==> config.mk <==
export PLATFORM = sky130hd
export DESIGN_NAME = switch_input_debouncer
export DESIGN_NICKNAME = d
export VERILOG_FILES = /design/src/rtl/switch_input_debouncer.sv
export SDC_FILE = /design/constraint.sdc
export NUM_CORES = 1
export LEC_CHECK = 0
export CORE_UTILIZATION = 50
export DETAILED_ROUTE_END_ITERATION = 6
export PLACE_DENSITY_LB_ADDON = 0.25
export SYNTH_ARGS = -nofsm -noshare
export SYNTH_HDL_FRONTEND = slang
export SYNTH_SLANG_ARGS = --single-unit
export TNS_END_PERCENT = 10
==> constraint.sdc <==
create_clock -name clk -period 2.3 [get_ports clk]
set_input_delay 0.69 -clock clk [delete_from_list [all_inputs] [get_ports clk]]
set_output_delay 0.69 -clock clk [all_outputs]
set_load 0.02 [all_outputs]
==> src/rtl/switch_input_debouncer.sv <==
// Synchronises and debounces {sw_sel, sw_data} as one 5-bit group. The debounced value feeds the converter's sel/data_in.
// Latency: DEBOUNCE_CYCLES+2 edges from the first sampling edge to the commit. There is no backpressure, and inputs are sampled every cycle.
// Optional build macro CHANGE_CNT_EN adds an 8-bit count of accepted changes that wraps at 255.
module switch_input_debouncer #(
  parameter int DEBOUNCE_CYCLES = 500000,
  parameter int CNT_W           = 19
) (
  input  logic       clk,
  input  logic       rst_n,
  input  logic [3:0] sw_data,
  input  logic       sw_sel,
  output logic [3:0] data_out,
  output logic       sel_out,
  output logic       changed,
  output logic       settling
`ifdef CHANGE_CNT_EN
  ,
  output logic [7:0] change_count
`endif
);

  typedef enum logic {
    ST_STABLE = 1'b0,
    ST_SETTLE = 1'b1
  } state_t;

  localparam logic [CNT_W-1:0] CNT_LAST = CNT_W'(DEBOUNCE_CYCLES - 1);

  logic [4:0]       sync1_q;
  logic [4:0]       sync2_q;
  logic [4:0]       stable_q,  stable_d;
  logic [4:0]       cand_q,    cand_d;
  logic [CNT_W-1:0] cnt_q,     cnt_d;
  logic             changed_q, changed_d;
  state_t           state_q,   state_d;

  // Plain two-flop synchroniser: nothing sits between the two flops.
  always_ff @(posedge clk or negedge rst_n) begin
    if (!rst_n) begin
      sync1_q <= '0;
      sync2_q <= '0;
    end else begin
      sync1_q <= {sw_sel, sw_data};
      sync2_q <= sync1_q;
    end
  end

  always_comb begin
    state_d   = state_q;
    cand_d    = cand_q;
    cnt_d     = cnt_q;
    stable_d  = stable_q;
    changed_d = 1'b0;
    case (state_q)
      ST_STABLE: begin
        if (sync2_q != stable_q) begin
          cand_d  = sync2_q;
          cnt_d   = '0;
          state_d = ST_SETTLE;
        end
      end
      ST_SETTLE: begin
        if (sync2_q == stable_q) begin
          cnt_d   = '0;
          state_d = ST_STABLE;
        end else if (sync2_q != cand_q) begin
          // A bounce to a different value restarts the window on that value.
          cand_d = sync2_q;
          cnt_d  = '0;
        end else if (cnt_q == CNT_LAST) begin
          stable_d  = cand_q;
          changed_d = 1'b1;
          cnt_d     = '0;
          state_d   = ST_STABLE;
        end else begin
          cnt_d = cnt_q + CNT_W'(1);
        end
      end
      default: begin
        cnt_d   = '0;
        state_d = ST_STABLE;
      end
    endcase
  end

  always_ff @(posedge clk or negedge rst_n) begin
    if (!rst_n) begin
      state_q   <= ST_STABLE;
      cand_q    <= '0;
      cnt_q     <= '0;
      stable_q  <= '0;
      changed_q <= 1'b0;
    end else begin
      state_q   <= state_d;
      cand_q    <= cand_d;
      cnt_q     <= cnt_d;
      stable_q  <= stable_d;
      changed_q <= changed_d;
    end
  end

`ifdef CHANGE_CNT_EN
  logic [7:0] chg_cnt_q, chg_cnt_d;

  always_comb begin
    chg_cnt_d = chg_cnt_q;
    if (changed_d) chg_cnt_d = chg_cnt_q + 8'd1;
  end

  always_ff @(posedge clk or negedge rst_n) begin
    if (!rst_n) chg_cnt_q <= '0;
    else        chg_cnt_q <= chg_cnt_d;
  end

  assign change_count = chg_cnt_q;
`endif

  assign data_out = stable_q[3:0];
  assign sel_out  = stable_q[4];
  assign changed  = changed_q;
  assign settling = (state_q == ST_SETTLE);

endmodule
### Yosys cells after proc, flatten, opt, wreduce, memory -nomap -nowiden

Cells that the tools add are included.

* bits in registers: 41
* latch bits: 0
* RAM bits: 0
* bits in read-only memories: 0
* input port bits: 7
* output and inout port bits: 7
* word-level logic and storage cells: 38
* memories kept: 0

* add/sub/neg operators: 1
* multipliers: 0
* div/mod/pow operators: 0
* $lt $le $gt $ge: 0
* equality and inequality tests: 7
* shift operators: 0
* mux-type cells: 18
* bitwise gates (word level): 3
* reduce and logical (&&, ||, !) cells: 2

Operator list (count)
* $mux 19: 4
* $pmux 19 s2: 1
* $add 19x1->19 const B: 1
* $eq 19x19->1 const B: 1
* $mux 5: 3
* $ne 5x5->1: 2
* $pmux 5 s2: 1
* $mux 1: 8
* $eq 5x5->1: 1
* $ne 2x2->1 const B: 2
* $reduce_and 4->1: 1
* $not 1->1: 3
* $reduce_and 3->1: 1
* $ne 2x1->1 const B: 1
* $pmux 1 s2: 1

### Logic depth before layout (Yosys ltp)

* word-level depth: 5
* mapped depth: 9
* depth with buffers taken out: 6

### Least setup slack after synthesis

No wires, ideal clock.

* kind: reg-to-reg
* start: register cnt_q[0]
* end: register cnt_q[15]
* library setup time: 0.128 ns
* arrival: 1.711 ns
* required time: 2.172 ns
* setup slack: 0.461 ns
* cell stages (with the launch flop): 10
* path buffers: 3
* clock period less this slack: 1.839 ns
* cells stage by stage: dfrtp_1 -> ha_1 -> and3_1 -> buf_6 -> nand2_2 -> or3_1 -> buf_2 -> nand3_2 -> buf_6 -> o211ai_2

* longest elaborated chain between the ends: 5
* elaborated cells on any way between the ends: 6
* those cells by class: 1 x add/sub; 1 x eq/ne; 4 x mux

RTL lines
* start, declared: RTL line 33 `logic [CNT_W-1:0] cnt_q, cnt_d;`
* start signal, assigned: RTL line 96 `cnt_q <= cnt_d;`
* $add 19x1->19 / $eq 19x19->1 (equally long branches): RTL line 76, 70
* $mux 19 (*): RTL line 70 `end else if (cnt_q == CNT_LAST) begin`
* $mux 19 (*): RTL line 66 `end else if (sync2_q != cand_q) begin`
* $mux 19 (*): RTL line 63 `if (sync2_q == stable_q) begin`
* $pmux 19 s2 (*): RTL line 54 `case (state_q)`

Every way passes the cells marked *; elsewhere a longest branch is shown, timed or not.
A chain may end at the register's enable or synchronous reset.

### Final worst setup path

* start: register cnt_q[0]
* end: register cnt_q[5]

The elaborated chain is that of the path after synthesis.

==> reports/summary.json <==
{
  "sta": {
    "rsz0062_at_grt": "no",
    "whs_ns": 0.332,
    "worst_pin_slew_ns": 0.537,
    "final-setup-viol-count": 0,
    "fmaxAchievable_ghz": 0.478,
    "period_needed_ns": 2.09,
    "layout_worst_path_cycle_share_pct": 91.0,
    "fin_max_slew_vios": 0,
    "finalWorstSetupSlack_ns": 0.207,
    "timing.final.hold_violations": 0,
    "totalNegativeSetupSlack_ns": 0,
    "fin_worst_skew_ns": 0.0116,
    "slew_headroom_pct": 64.0
  },
  "cts": {
    "cts_buffers": 5,
    "clkSinkCount": 41,
    "post_cts.repair.setup_buffers": 0,
    "clkSlewWorstSetupHoldPaths_ns": 0.08,
    "cts-htree-levels": 2,
    "root_buffer": "clkbuf_8",
    "holdBufCountCts": 0,
    "latest_clock_arrival_within_the_worst_skew_pair_ns": 0.29,
    "cts_tree": "yes",
    "ctsResizeCount": 0,
    "clk_path_buf_depth": 2
  },
  "die": {
    "floorplan.initialDensity_pct": 52.2,
    "core_area_um2": 4030,
    "fp.dieW_um": 66.9,
    "chipHeight_um": 66.9,
    "design.portCount": 14,
    "placement_rows": 23,
    "dieArea_um2": 4470
  },
  "finish": {
    "finish.cell_count_without_fillers": 272,
    "antenna_cells": 0,
    "mostFrequentLayoutCells": "41 x dfrtp_1, 39 x nand2_1, 15 x nand4_1",
    "final_core_util_pct": 59.0,
    "layout.nets": 229,
    "mostFrequentLayoutCell": "dfrtp_1",
    "n_fill_cell": 341,
    "final_layout_size_suffix_gt1_share_pct": 14.4,
    "flow.area_growth_from_synthesis_pct": 13.0
  },
  "setup_path": {
    "crit_chain": "ha_1 > and3_1 > nand2_2 > or3_1 > nand3_2 > o211ai_1",
    "crit_buf_inv": 0,
    "cpMaxStageDelayCell": "or3_1",
    "critPathKind": "reg -> reg",
    "reg2reg_slack_ns": 0.21,
    "critical_path.endpoint": "cnt_q[5]$_DFFE_PN0P_",
    "critical_path_fanout_max": 11,
    "cpPeakStageDelay_ns": 0.51,
    "crit_path_end_kind": "flop",
    "reg_to_reg_critical_path_endpoint": "cnt_q[5]$_DFFE_PN0P_",
    "cp_data_required_time_ns": 2.47,
    "r2r_cells": 6,
    "cp-start-kind": "flop",
    "critPathLaunch": "cnt_q[0]$_DFFE_PN0P_",
    "timing.critical_path.depth": 6,
    "worstReg2RegStart": "cnt_q[0]$_DFFE_PN0P_",
    "worst_ep_arrival_time_ns": 2.27,
    "cp_top_family": "simple AND/OR/NAND/NOR gates"
  },
  "synth": {
    "synthMuxAreaShare_pct": 4.10,
    "synth_nets": 218,
    "yosys.area_share.xor_xnor_pct": 5.41,
    "synth_edf_count": 0,
    "synth_compound_area_share_pct": 8.69,
    "synth_ff_type": "dfrtp_1",
    "ys_seq_elements": 41,
    "post_synth_inst_count": 210,
    "synth_top_family_by_area": "simple AND/OR/NAND/NOR gates",
    "fraction_of_the_yosys_area_taken_by_sequential_cells_pct": 48.8,
    "netlist-cell-type-count": 43,
    "post_synth_instance_area_um2": 2100,
    "synth.yosys.warnings": 0,
    "synthArstFlopShare_pct": 100,
    "postSynthAreaPerCell_um2": 10.0,
    "synth_adder_area_share_pct": 0.595,
    "fraction_of_the_mapped_netlist_area_in_simple_logic_gates_pct": 28.1
  },
  "power_and_ir_drop": {
    "leakage_nw": 0.938,
    "ir_worst_vdd_mv": 0.336,
    "power.density_nw_per_um2": 586
  },
  "drt": {
    "route.detailed.drc": 0,
    "dr_total_vias": 1630,
    "drt-wirelength-per-cell_um": 15.9,
    "dr.first_iter.drc_count": 92,
    "ratio_of_routed_vias_to_standard_cells": 5.99,
    "detail_route.first_pass.iterations": 4,
    "antenna_violating_nets_post_route": 0,
    "totalWireLength_um": 4320
  },
  "grt": {
    "overflow": 0,
    "grt_first_pass_wirelength_um": 7600,
    "grt.total_usage_pct": 23.2,
    "grt_antenna_before_repair": 0,
    "grt_start_max_net_pins": 26,
    "grt_pass1_vias": 1630
  },
  "place": {
    "globalplace.congestion": 0.865,
    "place_worst_setup_slack_ns": 0.257,
    "post-place-cells": 264,
    "dpl.hpwl_um": 3020,
    "port-buffer-count": 13
  },
  "min_path": {
    "hold_path.class": "in -> async"
  },
  "job": {
    "drv.max_cap_violation_count": 0
  },
  "run_status": {
    "run_status": "finished, final reports clean"
  }
}
==> kinds of logic (layout without fill, tap and decap cells) <==
group | Yosys count | in the layout
muxes | 8 | 8
buffers and inverters | 17 | 29
xor gates and xnor gates | 13 | 13
DFF | 41 | 41
AOI/OAI and AO/OA | 25 | 25
adders and majority gates | 1 | 1
and+or+nand+nor | 105 | 105
==> layout make-up <==
| type | instances | area (um2) | area share, % |
|---|---|---|---|
| clock inverter | 3 | 46.3 | 1.95 |
| multi-input combinational | 152 | 987 | 41.5 |
| sequential | 41 | 1030 | 43.2 |
| timing repair buffer | 18 | 175 | 7.37 |
| tap | 50 | 62.6 | 2.63 |
| clock buffer | 5 | 68.8 | 2.89 |
| inverter | 3 | 11.3 | 0.474 |
==> through the flow <==
| step | power (mW) | area (um2) |
|---|---|---|
| finish | 1.39 | 2380 |
| global route | 1.45 | 2380 |
| CTS | 1.41 | 2380 |
| detailed placement | 0.829 | 2260 |
| floorplan | 0.791 | 2100 |
| global placement | 0.826 | 2260 |
==> Yosys cell counts (2+ instances only) <==
master     instances  area, um2
mux2_2             5       56.3
nand4_1           15       93.8
nand4b_1           3       26.3
or2_2              2       12.5
nor4b_1            4       35.0
and3_1             2       12.5
a32oi_1            2       17.5
clkbuf_1           3       11.3
and2_1             2       12.5
xnor2_1            8       70.1
xor2_1             5       43.8
o211ai_1           2       15.0
dfrtp_1           41       1030
nand3_1           12       60.1
nor3_2             3       30.0
a31oi_1            3       18.8
nor2_1             5       18.8
a41oi_1            2       17.5
and4_1             2       17.5
nand2_1           39        146
buf_6              2       22.5
mux2i_1            3       30.0
o2111ai_1          2       17.5
buf_2              9       45.0
inv_1              3       11.3
nor3_1             3       15.0
or4b_1             2       20.0
nand3_2            3       30.0
o211ai_2           2       25.0
o21ai_1            8       40.0
==> worst min path at each step <==
stage | cells past startpoint | slack (ns) | endpoint | startpoint
6_report | 1 | 0.33 | sync1_q[2]$_DFF_PN0_ | rst_n
5_1_grt | 1 | 0.36 | sync1_q[2]$_DFF_PN0_ | rst_n
4_1_cts | 1 | 0.35 | cnt_q[13]$_DFFE_PN0P_ | rst_n
3_5_place_dp | 0 | 0.34 | sync2_q[3]$_DFF_PN0_ | sync1_q[3]$_DFF_PN0_
3_3_place_gp | 0 | 0.33 | sync2_q[1]$_DFF_PN0_ | sync1_q[1]$_DFF_PN0_
2_1_floorplan | 0 | 0.33 | sync2_q[0]$_DFF_PN0_ | sync1_q[0]$_DFF_PN0_
==> power breakdown <==
group	switching (mW)	total [mW]	internal, mW
sequential	0.0131	0.748	0.735
clock	0.256	0.581	0.325
combinational	0.0376	0.0651	0.0275
==> sequential cells by signal, indices dropped and copies added, names as in the netlist <==
register	flops
settling	1
cand_q	5
sync2_q	5
stable_q	5
sync1_q	5
cnt_q	19
changed	1
==> routing by layer <==
| metal | vias up | GRT usage, % | part of all wire (%) |
|---|---|---|---|
| li1 | 782 | - | - |
| met1 | 809 | 31.1 | 47 |
| met2 | 35 | 36.5 | 47 |
| met3 | 4 | 5.65 | 4.6 |
| met4 | 0 | 7.71 | 1.2 |
| met5 | - | 0 | 0 |
No activity file was read; power rests on OpenSTA's default activity.
